[src/rtl/serial_pkg.sv]
// ----------------------------------------------------------------------------
// serial_pkg
// Definitions shared by the bit-serial subtract / minuend-reconstruct blocks:
// FSM state codes, the default operand width and a counter-width helper.
// ----------------------------------------------------------------------------
package serial_pkg;

    // Default operand/result width of the serial datapaths.
    localparam int DEFAULT_SIZE = 8;

    // Two-bit FSM state code; code 2'd3 is unused and recovers to IDLE.
    typedef logic [1:0] state_t;

    localparam state_t ST_IDLE = 2'd0;
    localparam state_t ST_RUN  = 2'd1;
    localparam state_t ST_DONE = 2'd2;

    // Width of a bit counter that must hold 0..size-1, never less than 1 bit.
    function automatic int cnt_width(input int size);
        if (size <= 2) begin
            return 1;
        end else begin
            return $clog2(size);
        end
    endfunction

endpackage

[src/rtl/full_add.sv]
// ----------------------------------------------------------------------------
// full_add
// Single-bit combinational full adder. Port order mirrors full_subtract
// (outputs first) so the two cells can be swapped in the serial datapaths.
//   sum      : a ^ b ^ carryIn
//   carryOut : majority(a, b, carryIn)
//   a, b     : operand bits
//   carryIn  : incoming carry
// ----------------------------------------------------------------------------
module full_add (
    output logic sum,
    output logic carryOut,
    input  logic a,
    input  logic b,
    input  logic carryIn
);

    // Sum and majority carry of the three input bits.
    always_comb begin
        sum      = a ^ b ^ carryIn;
        carryOut = (a & b) | (a & carryIn) | (b & carryIn);
    end

endmodule

[src/rtl/serial_minuend_adder.sv]
// ----------------------------------------------------------------------------
// serial_minuend_adder
// Bit-serial reconstruction of the minuend of a subtraction:
//     a = d + b + borrowIn   (modulo 2^SIZE, overflow on carryOut)
// One bit per clock, LSB first, through a single full_add cell with a
// registered carry. carryOut equals the subtractor's final borrowOut.
//
// Ports
//   clk       : rising-edge clock
//   rst_n     : asynchronous active-low reset
//   start     : request, accepted only in IDLE or DONE
//   diffIn    : difference operand d        (SIZE bits)
//   bIn       : subtrahend operand b        (SIZE bits)
//   borrowIn  : borrow-in of the original subtract, seeds the carry
//   busy      : high while bits are being processed
//   done      : one-cycle pulse, result valid from this cycle
//   minuend   : reconstructed a, held until the next accepted start
//   carryOut  : final carry (original borrowOut)
// ----------------------------------------------------------------------------
module serial_minuend_adder
    import serial_pkg::*;
#(
    parameter int SIZE = DEFAULT_SIZE
) (
    input  logic            clk,
    input  logic            rst_n,
    input  logic            start,
    input  logic [SIZE-1:0] diffIn,
    input  logic [SIZE-1:0] bIn,
    input  logic            borrowIn,
    output logic            busy,
    output logic            done,
    output logic [SIZE-1:0] minuend,
    output logic            carryOut
);

    localparam int CNT_W = cnt_width(SIZE);
    localparam logic [CNT_W-1:0] LAST_BIT = CNT_W'(SIZE - 1);

    state_t            state_q,     state_d;
    logic [CNT_W-1:0]  count_q,     count_d;
    logic [SIZE-1:0]   d_q,         d_d;
    logic [SIZE-1:0]   b_q,         b_d;
    logic              carry_q,     carry_d;
    logic [SIZE-1:0]   minuend_q,   minuend_d;
    logic              carry_out_q, carry_out_d;

    logic              fa_sum_s;
    logic              fa_carry_s;

    // The one adder cell, always fed by the low bits of the shift registers.
    full_add u_full_add (
        .sum      (fa_sum_s),
        .carryOut (fa_carry_s),
        .a        (d_q[0]),
        .b        (b_q[0]),
        .carryIn  (carry_q)
    );

    // Next-state logic: operand capture, serial shifting and FSM sequencing.
    always_comb begin
        state_d     = state_q;
        count_d     = count_q;
        d_d         = d_q;
        b_d         = b_q;
        carry_d     = carry_q;
        minuend_d   = minuend_q;
        carry_out_d = carry_out_q;

        case (state_q)
            ST_IDLE, ST_DONE: begin
                if (start) begin
                    // Capture clears the previous result so a half-built
                    // value is never mistaken for the old one.
                    d_d         = diffIn;
                    b_d         = bIn;
                    carry_d     = borrowIn;
                    count_d     = '0;
                    minuend_d   = '0;
                    carry_out_d = 1'b0;
                    state_d     = ST_RUN;
                end else begin
                    state_d     = ST_IDLE;
                end
            end
            ST_RUN: begin
                d_d       = {1'b0, d_q[SIZE-1:1]};
                b_d       = {1'b0, b_q[SIZE-1:1]};
                carry_d   = fa_carry_s;
                minuend_d = {fa_sum_s, minuend_q[SIZE-1:1]};
                if (count_q == LAST_BIT) begin
                    // Counter stays at SIZE-1 rather than wrapping.
                    carry_out_d = fa_carry_s;
                    state_d     = ST_DONE;
                end else begin
                    count_d     = count_q + CNT_W'(1);
                    state_d     = ST_RUN;
                end
            end
            default: begin
                state_d = ST_IDLE;
            end
        endcase
    end

    // State and datapath registers, cleared asynchronously.
    always_ff @(posedge clk or negedge rst_n) begin
        if (!rst_n) begin
            state_q     <= ST_IDLE;
            count_q     <= '0;
            d_q         <= '0;
            b_q         <= '0;
            carry_q     <= 1'b0;
            minuend_q   <= '0;
            carry_out_q <= 1'b0;
        end else begin
            state_q     <= state_d;
            count_q     <= count_d;
            d_q         <= d_d;
            b_q         <= b_d;
            carry_q     <= carry_d;
            minuend_q   <= minuend_d;
            carry_out_q <= carry_out_d;
        end
    end

    // Status flags are decoded from the registered state only.
    assign busy     = (state_q == ST_RUN);
    assign done     = (state_q == ST_DONE);
    assign minuend  = minuend_q;
    assign carryOut = carry_out_q;

endmodule

[config.mk]
export PLATFORM = sky130hd
export DESIGN_NAME = serial_minuend_adder
export DESIGN_NICKNAME = d
export VERILOG_FILES = /design/src/rtl/serial_pkg.sv /design/src/rtl/full_add.sv /design/src/rtl/serial_minuend_adder.sv
export SDC_FILE = /design/constraint.sdc
export NUM_CORES = 1
export LEC_CHECK = 0
export CAP_MARGIN = 20
export CORE_ASPECT_RATIO = 0.5
export CORE_MARGIN = 2
export CORE_UTILIZATION = 45
export DETAILED_ROUTE_END_ITERATION = 10
export GPL_ROUTABILITY_DRIVEN = 0
export GPL_TIMING_DRIVEN = 0
export PLACE_DENSITY = 0.79
export SYNTH_ARGS = -nofsm -noshare
export SYNTH_HDL_FRONTEND = slang
export SYNTH_HIERARCHICAL = 1
export SYNTH_SLANG_ARGS = --single-unit
[constraint.sdc]
create_clock -name clk -period 1.5 [get_ports clk]
set_input_delay 0.3 -clock clk [delete_from_list [all_inputs] [get_ports clk]]
set_output_delay 0.3 -clock clk [all_outputs]
set_load 0.02 [all_outputs]
# Yosys cells after proc, flatten, opt, wreduce, memory -nomap -nowiden
# Index checks and enable logic that the tools add are counted.
[op_classes]
n_mux = 17
n_eq_ne = 6
n_addsub = 1
n_bitwise = 7
reduce_logical = 6
[ops]
columns = ["cell", "n"]
rows = [
  ["one-hot mux 8 bit (2 select lines)", 3],
  ["2-to-1 mux 8 bit", 3],
  ["2-to-1 mux 3 bit", 2],
  ["one-hot mux 3 bit (2 select lines)", 1],
  ["AND reduction 3 bit", 2],
  ["2-to-1 mux 1 bit", 4],
  ["inequality test 2 bit, second input constant", 2],
  ["one-hot mux 1 bit (2 select lines)", 2],
  ["one-hot mux 2 bit (2 select lines)", 1],
  ["adder 3 x 1 -> 3 bit, second input constant", 1],
  ["AND 1 bit", 3],
  ["equality test 3 bit, second input constant", 1],
  ["equality test 2 x 1 -> 1 bit, second input constant", 1],
  ["equality test 2 bit, second input constant", 1],
  ["logical NOT 2 bit", 1],
  ["2-to-1 mux 2 bit", 1],
  ["inequality test 2 x 1 -> 1 bit, second input constant", 1],
  ["bitwise OR 1 bit", 2],
  ["AND reduction 2 bit", 1],
  ["nonzero test 2 bit", 1],
  ["OR reduction 2 bit", 1],
  ["bitwise XOR 1 bit", 2],
]
[totals]
in_bits = 20
regBits = 31
output_inout_bits = 11

# Depth between registers and ports, before layout
# Gate-level depths: netlist of run 1.
[logic_depth]
word_depth = 5
mapped_depth = 5
mapped_depth_nobuf = 5

# Modules after synthesis
# Netlist of run 1, hierarchy kept.
[by_module_without_submodules]
columns = ["module", "cells_per_inst", "n_inst", "area_per_inst_um2"]
rows = [
  ["serial_minuend_adder", 163, 1, 1711.6],
  ["full_add", 1, 1, 20.0],
]

# Worst setup path after synthesis of run 1
# No wires, ideal clock.
[synth_path]
path_type = "reg2reg"
startpoint = "reg count_q[0]"
endpoint = "reg carry_out_q, in the netlist carryOut"
required_time_ns = 1.379
arrival_time_ns = 1.331
setup_slack_ns = 0.048
stages_incl_launch_ff = 6
setup_time_ns = 0.121
path_cell_list = "dfrtp_1 -> ha_1 -> ha_1 -> nand2b_1 -> mux2_2 -> a22o_1"
[synth_between]
elab_chain_cells = 3
[synth_rtl]
columns = ["element", "line_no", "rtl"]
rows = [
  ["start: declaration", "serial_minuend_adder.sv:41", "logic [CNT_W-1:0] count_q, count_d;"],
  ["start signal: assignment", "serial_minuend_adder.sv:118", "count_q <= count_d;"],
  ["equality test 3 bit", "serial_minuend_adder.sv:91", "if (count_q == LAST_BIT) begin"],
  ["inequality test 2 x 1 -> 1 bit (no line)", "-", ""],
  ["AND reduction 3 bit (no line)", "-", ""],
  ["end signal: assignment", "serial_minuend_adder.sv:123", "carry_out_q <= carry_out_d;"],
  ["end: declaration", "serial_minuend_adder.sv:46", "logic carry_out_q, carry_out_d;"],
]
# No other way between the ends.
# A chain may end at the register's enable or synchronous reset.

# Final worst setup path of run 1
[layout_path]
startpoint = "reg state_q[1]"
endpoint = "out done"
[layout_between]
elab_chain_cells = 1
[layout_rtl]
columns = ["element", "line_no", "rtl"]
rows = [
  ["start: declaration", "serial_minuend_adder.sv:40", "state_t state_q, state_d;"],
  ["start signal: assignment", "serial_minuend_adder.sv:117", "state_q <= state_d;"],
  ["equality test 2 bit", "serial_minuend_adder.sv:129", "assign done = (state_q == ST_DONE);"],
  ["end: declaration", "serial_minuend_adder.sv:32", "output logic done,"],
]
# No other way between the ends.

==> results of run 1 <==
[what timing repair did]
item | CTS | global route
gates resized for setup | 21 | 8
hold endpoints to repair | 0 | 0
buffers inserted | 3 | 6
endpoints found under the setup margin | 12 | 5
pin swaps | 0 | 0
[worst max-delay path by stage]
stage                           from  slack (ns)          to  cells after the start
after CTS                 state_q[1]       -0.04        done                      4
after floorplan           count_q[0]        0.05    carryOut                      5
after detailed placement  state_q[1]       -0.34        done                      5
after global routing      state_q[1]       -0.01        done                      4
final                     state_q[1]        0.02        done                      4
after global placement         rst_n       -0.47  minuend[5]                      1
[Yosys cell counts (all sizes together)]
cell / instances / area [sq um]
dfrtp: 31 / 776
mux2i: 17 / 170
nor2b: 17 / 106
a211oi: 15 / 113
a21oi: 15 / 75.1
nand2: 11 / 41.3
mux2: 10 / 113
buf: 9 / 86.3
o21ai: 9 / 45.0
nand2b: 8 / 50.1
clkbuf: 5 / 18.8
nand3: 4 / 20.0
a22o: 2 / 17.5
ha: 2 / 25.0
nor2: 2 / 10.0
o211ai: 2 / 15.0
a21o: 1 / 7.51
and2: 1 / 6.26
fa: 1 / 20.0
nor3b: 1 / 7.51
xor2: 1 / 8.76
[layout by cell type (no fill, tap or decap), types with 10 or more instances in the layout]
cell,count
dfrtp_1,31
clkdlybuf4s50_1,18
mux2i_1,17
nor2b_1,16
a211oi_1,15
a21oi_1,15
buf_4,11
nand2_1,11
mux2_2,10
[through the flow]
stage               cell area [sq um]  instances  util (%)  power, mW
floorplan                        1730        164         -       2.84
global placement                 2100        245      58.8       3.39
detailed placement               2090        245      58.6       3.49
CTS                              2170        254      60.9       4.11
global route                     2250        260      63.1       4.54
finish                           2250        260      63.1       4.23
[layout make-up]
type	count	area share [%]
Multi-Input combinational cell	119	38.8
Sequential cell	31	34.5
Timing Repair Buffer	39	15.5
Buffer	13	4.45
Clock buffer	6	3.67
Tap cell	51	2.84
Clock inverter	1	0.223
[worst register-to-register path, cell delays in order, from the launching register on]
cell and delay (ns):
dfrtp_1 0.40, fa_1 0.50, mux2_2 0.28, nand2_1 0.07, o21ai_0 0.07
[logic make-up after synthesis]
family | count (synthesis) | share of synthesized area (%)
AOI/OAI and AO/OA | 44 | 15.8
xor gates and xnor gates | 1 | 0.506
adders and majority gates | 3 | 2.60
buffers and inverters | 14 | 6.07
DFF | 31 | 44.8
muxes | 27 | 16.3
and+or+nand+nor | 44 | 13.9
[report_power, final]
part	internal (mW)	switching, mW	leakage (nW)	total (mW)
sequential	1.23	0.299	0.383	1.53
clock	0.360	0.319	0.0470	0.678
combinational	1.05	0.975	0.505	2.02
[per-layer routing]
metal  up-vias  global-route usage [%]  share of wire [%]
met5         -                       0                  0
met4         0                    6.27               0.44
met3         4                    4.72                3.9
met2        29                    33.7                 49
met1       690                    24.5                 47
li1        668                       -                  -
[registers in the layout, indices dropped and copies added, names as in the netlist]
register and count:
count_q 3, carryOut 1, b_q 8, d_q 8
state_q 2, carry_q 1, minuend 8
==> impl_metrics.toml, run 1 <==
[die]
io_pins = 31
start_util_pct = 48.6
core_sq_mm = 0.00357
die_h_um = 47.9
die_area_sq_mm = 0.00439
num_rows = 15
die_w_um = 91.7

[final_layout]
finalNetCount = 232
seqCellArea_sq_um = 776
diodes = 0
drive_above_1_share_pct = 20.1
syn2layout_area_growth_pct = 29.8
multi_input_area_sq_um = 873
nFillCells = 311

[logic_synthesis]
synth_nets = 187
ys.warnings.count = 6
avgSynthCellArea_sq_um = 10.6
synth_area_sq_mm = 0.00173
ys_seq_area_share_pct = 44.8
ys_ff_latch = 31
synth_cell_types = 25
syn_inst = 164

[cts]
clock-sinks = 31
cts.path.max_buffers = 2
cts_tree = "built"
clk_latency_ns = 0.29
cts_buffers = 5
clk_pin_slew_worst_paths_ns = 0.07
cts_hold_buf = 0
h-tree-depth = 2
root_buffer = "clkbuf_8"

[critical_path]
r2r_end = "minuend[7]"
worstPathRequired_ns = 1.20
arrival_ns = 1.18
rr_startpoint = "d_q[0]"
cp_max_fo = 6
cp_top_family = "flip-flops"
ff2ff_setup_slack_ns = 0.05
crit_chain = "buf_8 > buf_12 > nor2b_4 > buf_6"
critical_path_class = "reg2out"
max_stage_delay_ns = 0.40
cp_slowest_cell = "dfrtp_1"
worstRegToRegCells = 4
startpoint_type = "flip-flop"
endpoint_kind = "primary output"
worstPathBufferInverterCount = 3

[grt]
first_global_vias = 1338
antenna_found_initial = 0
grt_start_max_net_pins = 32
gr-usage-all-layers_pct = 19.2
grt_pass1_wl_um = 6310
grt-ovfl-total = 0

[place]
dp_hpwl_um = 2550
dp_worst_setup_slack_ns = -0.335
port_buffers = 30

[flow_run]
max_cap_viol_count = 0

[sta]
worst_pin_slew_ns = 0.706
fin_ws_ns = 0.0239
whs_ns = 0.0601
maxSlewHeadroom_pct = 52.9
finalClockSkew_ns = 0.0108
tns_ns = 0
period_minus_slack_ns = 1.48
finalHoldViolations = 0
drv_slew = 0
max_freq_mhz = 677
fin_crit_sh_pct = 98.4
rsz0062_at_grt = "true"
setup_viol = 0

[hold_path]
hold_class = "in2async"

[detailed_routing]
viasPerCell = 5.35
drc = 0
wl_um = 3850
wl_per_cell_um = 14.8
drtIter0Drc = 54
dr_total_vias = 1391
dr.pass1.iters = 4
antenna_left = 0

[power_and_ir_drop]
p_leak_nw = 0.934
peakVddDrop_mv = 0.796
power_density_mw_per_mm2 = 1880

[outcome]
outcome = "finished clean"
Note: power is estimated with default switching activity, not from simulation.
==> run 2: changes to the inputs <==
- GPL_ROUTABILITY_DRIVEN: 0 -> unset
==> results of run 2 <==
Final layout, timing and power as in run 1 (identical DEF).
==> run 3: changes to the inputs <==
- HOLD_SLACK_MARGIN: unset -> 0.15
==> run 3 against run 2 <==
Effect of this change: power barely moved; via count fell by 0.79%; clock skew rose by 0.00079 ns; register-to-register slack barely moved; cell count rose by 0.38%; setup slack improved by 0.0050 ns; clock power rose by 0.7%; hold slack improved by 0.48 ns; largest power group unchanged.
==> impl_metrics.toml, run 3 (synthesis results as in run 1) <==
[outcome]
outcome = "finished clean"

[cts]
h-tree-depth = 2
root_buffer = "clkbuf_8"
clk_latency_ns = 0.29
clock-sinks = 31
clk_pin_slew_worst_paths_ns = 0.07
cts.path.max_buffers = 2
cts_buffers = 5
cts_tree = "built"

[critical_path]
arrival_ns = 1.17
crit_chain = "buf_4 > buf_8 > nor2b_4 > buf_6"
cp_slowest_cell = "dfrtp_1"
startpoint = "state_q[0]"
cp_top_family = "buffers and inverters"
endpoint = "done"
cp_max_fo = 10
ff2ff_setup_slack_ns = 0.05
rr_startpoint = "d_q[0]"
cp.depth = 4
max_stage_delay_ns = 0.37
critical_path_class = "reg2out"
startpoint_type = "flip-flop"
worstRegToRegCells = 4
worstPathBufferInverterCount = 3
endpoint_kind = "primary output"
r2r_end = "minuend[7]"
worstPathRequired_ns = 1.20

[die]
num_rows = 15
start_util_pct = 48.6
io_pins = 31
core_sq_mm = 0.00357
die_area_sq_mm = 0.00439
die_w_um = 91.7
die_h_um = 47.9

[power_and_ir_drop]
p_leak_nw = 0.937
sw_frac_of_total_pct = 37.7
comb_power_share_pct = 47.7
power.internal_mw = 2.63
clock_power_share_pct = 16.1
power_density_mw_per_mm2 = 1880
net-switching-power_mw = 1.59
peakVddDrop_mv = 0.799
seqPwrFrac_pct = 36.1

[detailed_routing]
dr_total_vias = 1380
antenna_left = 0
wl_um = 3830
dr.pass1.iters = 4
drc = 0
drtIter0Drc = 56
viasPerCell = 5.29
wl_per_cell_um = 14.7

[final_layout]
final_common_cell = "dfrtp_1"
syn2layout_area_growth_pct = 29.8
final_cell_mix = "31 x dfrtp_1, 18 x clkdlybuf4s50_1, 17 x mux2i_1"
diodes = 0
drive_above_1_share_pct = 20.0
final_cell_area_sq_mm = 0.00225
finalNetCount = 233
nFillCells = 308
finish.utilization_pct = 63.1

[place]
port_buffers = 30
gp_congestion = 0.732
placed_area_sq_mm = 0.00209
dp_hpwl_um = 2550

[grt]
first_global_vias = 1346
grt_start_max_net_pins = 32
gr-usage-all-layers_pct = 19.1
grt_pass1_wl_um = 6310
grt-ovfl-total = 0
antenna_found_initial = 0

[hold_path]
hold_class = "reg2reg"

[sta]
max_freq_mhz = 680
fin_crit_sh_pct = 98.1
setup_viol = 0
drv_slew = 0
period_minus_slack_ns = 1.47
worst_pin_slew_ns = 0.700
finalHoldViolations = 0
finalClockSkew_ns = 0.0116
maxSlewHeadroom_pct = 53.3

[flow_run]
max_cap_viol_count = 0
-- run 3: cell types whose count changed in the layout (fill, tap and decap cells not counted), sizes merged --
cell,previous run,this run
dlygate4sd3,0,1
-- run 3: what timing repair did --
item	in CTS	in global routing
resized for setup	21	9
hold endpoints to repair	31	0
buffers inserted	3	7
setup endpoints to repair	12	5
hold buffers	1	0
-- run 3: power groups by stage --
stage               clock, mW  sequential [mW]  combinational, mW
floorplan                   0             1.61               1.23
global placement            0             1.53               1.86
detailed placement          0             1.55               1.94
CTS                     0.688             1.53               1.90
global route            0.721             1.59               2.22
finish                  0.683             1.53               2.02
-- run 3: area by class of cell --
cell class / instances / area (sq um) / area share [%]
multi-input combinational: 119 / 873 / 38.8
sequential: 31 / 776 / 34.5
timing repair buffer: 41 / 365 / 16.2
clock buffer: 6 / 82.6 / 3.67
buffer: 12 / 82.6 / 3.67
tap: 51 / 63.8 / 2.84
clock inverter: 1 / 5.00 / 0.223
-- run 3: worst min path at each step --
stage                          start         end  slack [ns]  depth (start not counted)
final                     minuend[0]  minuend[0]        0.54                          1
after global routing        carryOut    carryOut        0.57                          1
after CTS                 minuend[0]  minuend[0]        0.54                          1
after detailed placement       rst_n      b_q[7]        0.39                          1
after global placement    minuend[0]  minuend[0]        0.51                          1
after floorplan                rst_n      b_q[0]       0.004                          0
-- run 3: worst reg2reg max path, stage by stage (launching register included) --
cell and delay [ns]:
dfrtp_1 0.41, fa_1 0.51, mux2_2 0.28, nand2_1 0.07, o21ai_0 0.07
-- run 3: through the flow --
stage / TNS [ns] / total power, mW / hold WS, ns / setup slack, ns / std cells
4_1_cts: -0.0407 / 4.11 / 0.539 / -0.0407 / 255
2_1_floorplan: 0 / 2.84 / 0.00441 / 0.0480 / 164
6_report: 0 / 4.23 / 0.538 / 0.0289 / 261
3_3_place_gp: -16.88 / 3.39 / 0.514 / -0.471 / 245
3_5_place_dp: -3.35 / 3.49 / 0.392 / -0.335 / 245
5_1_grt: -0.0202 / 4.53 / 0.570 / -0.0202 / 261
-- run 3: metal layers --
| layer | track usage, % | part of all wire, % | routed length (um) |
|---|---|---|---|
| met5 | 0 | 0 | 0 |
| met4 | 6.27 | 0.44 | 17 |
| met3 | 4.72 | 3.7 | 143 |
| met2 | 34.1 | 48 | 1850 |
| met1 | 24.1 | 47 | 1820 |
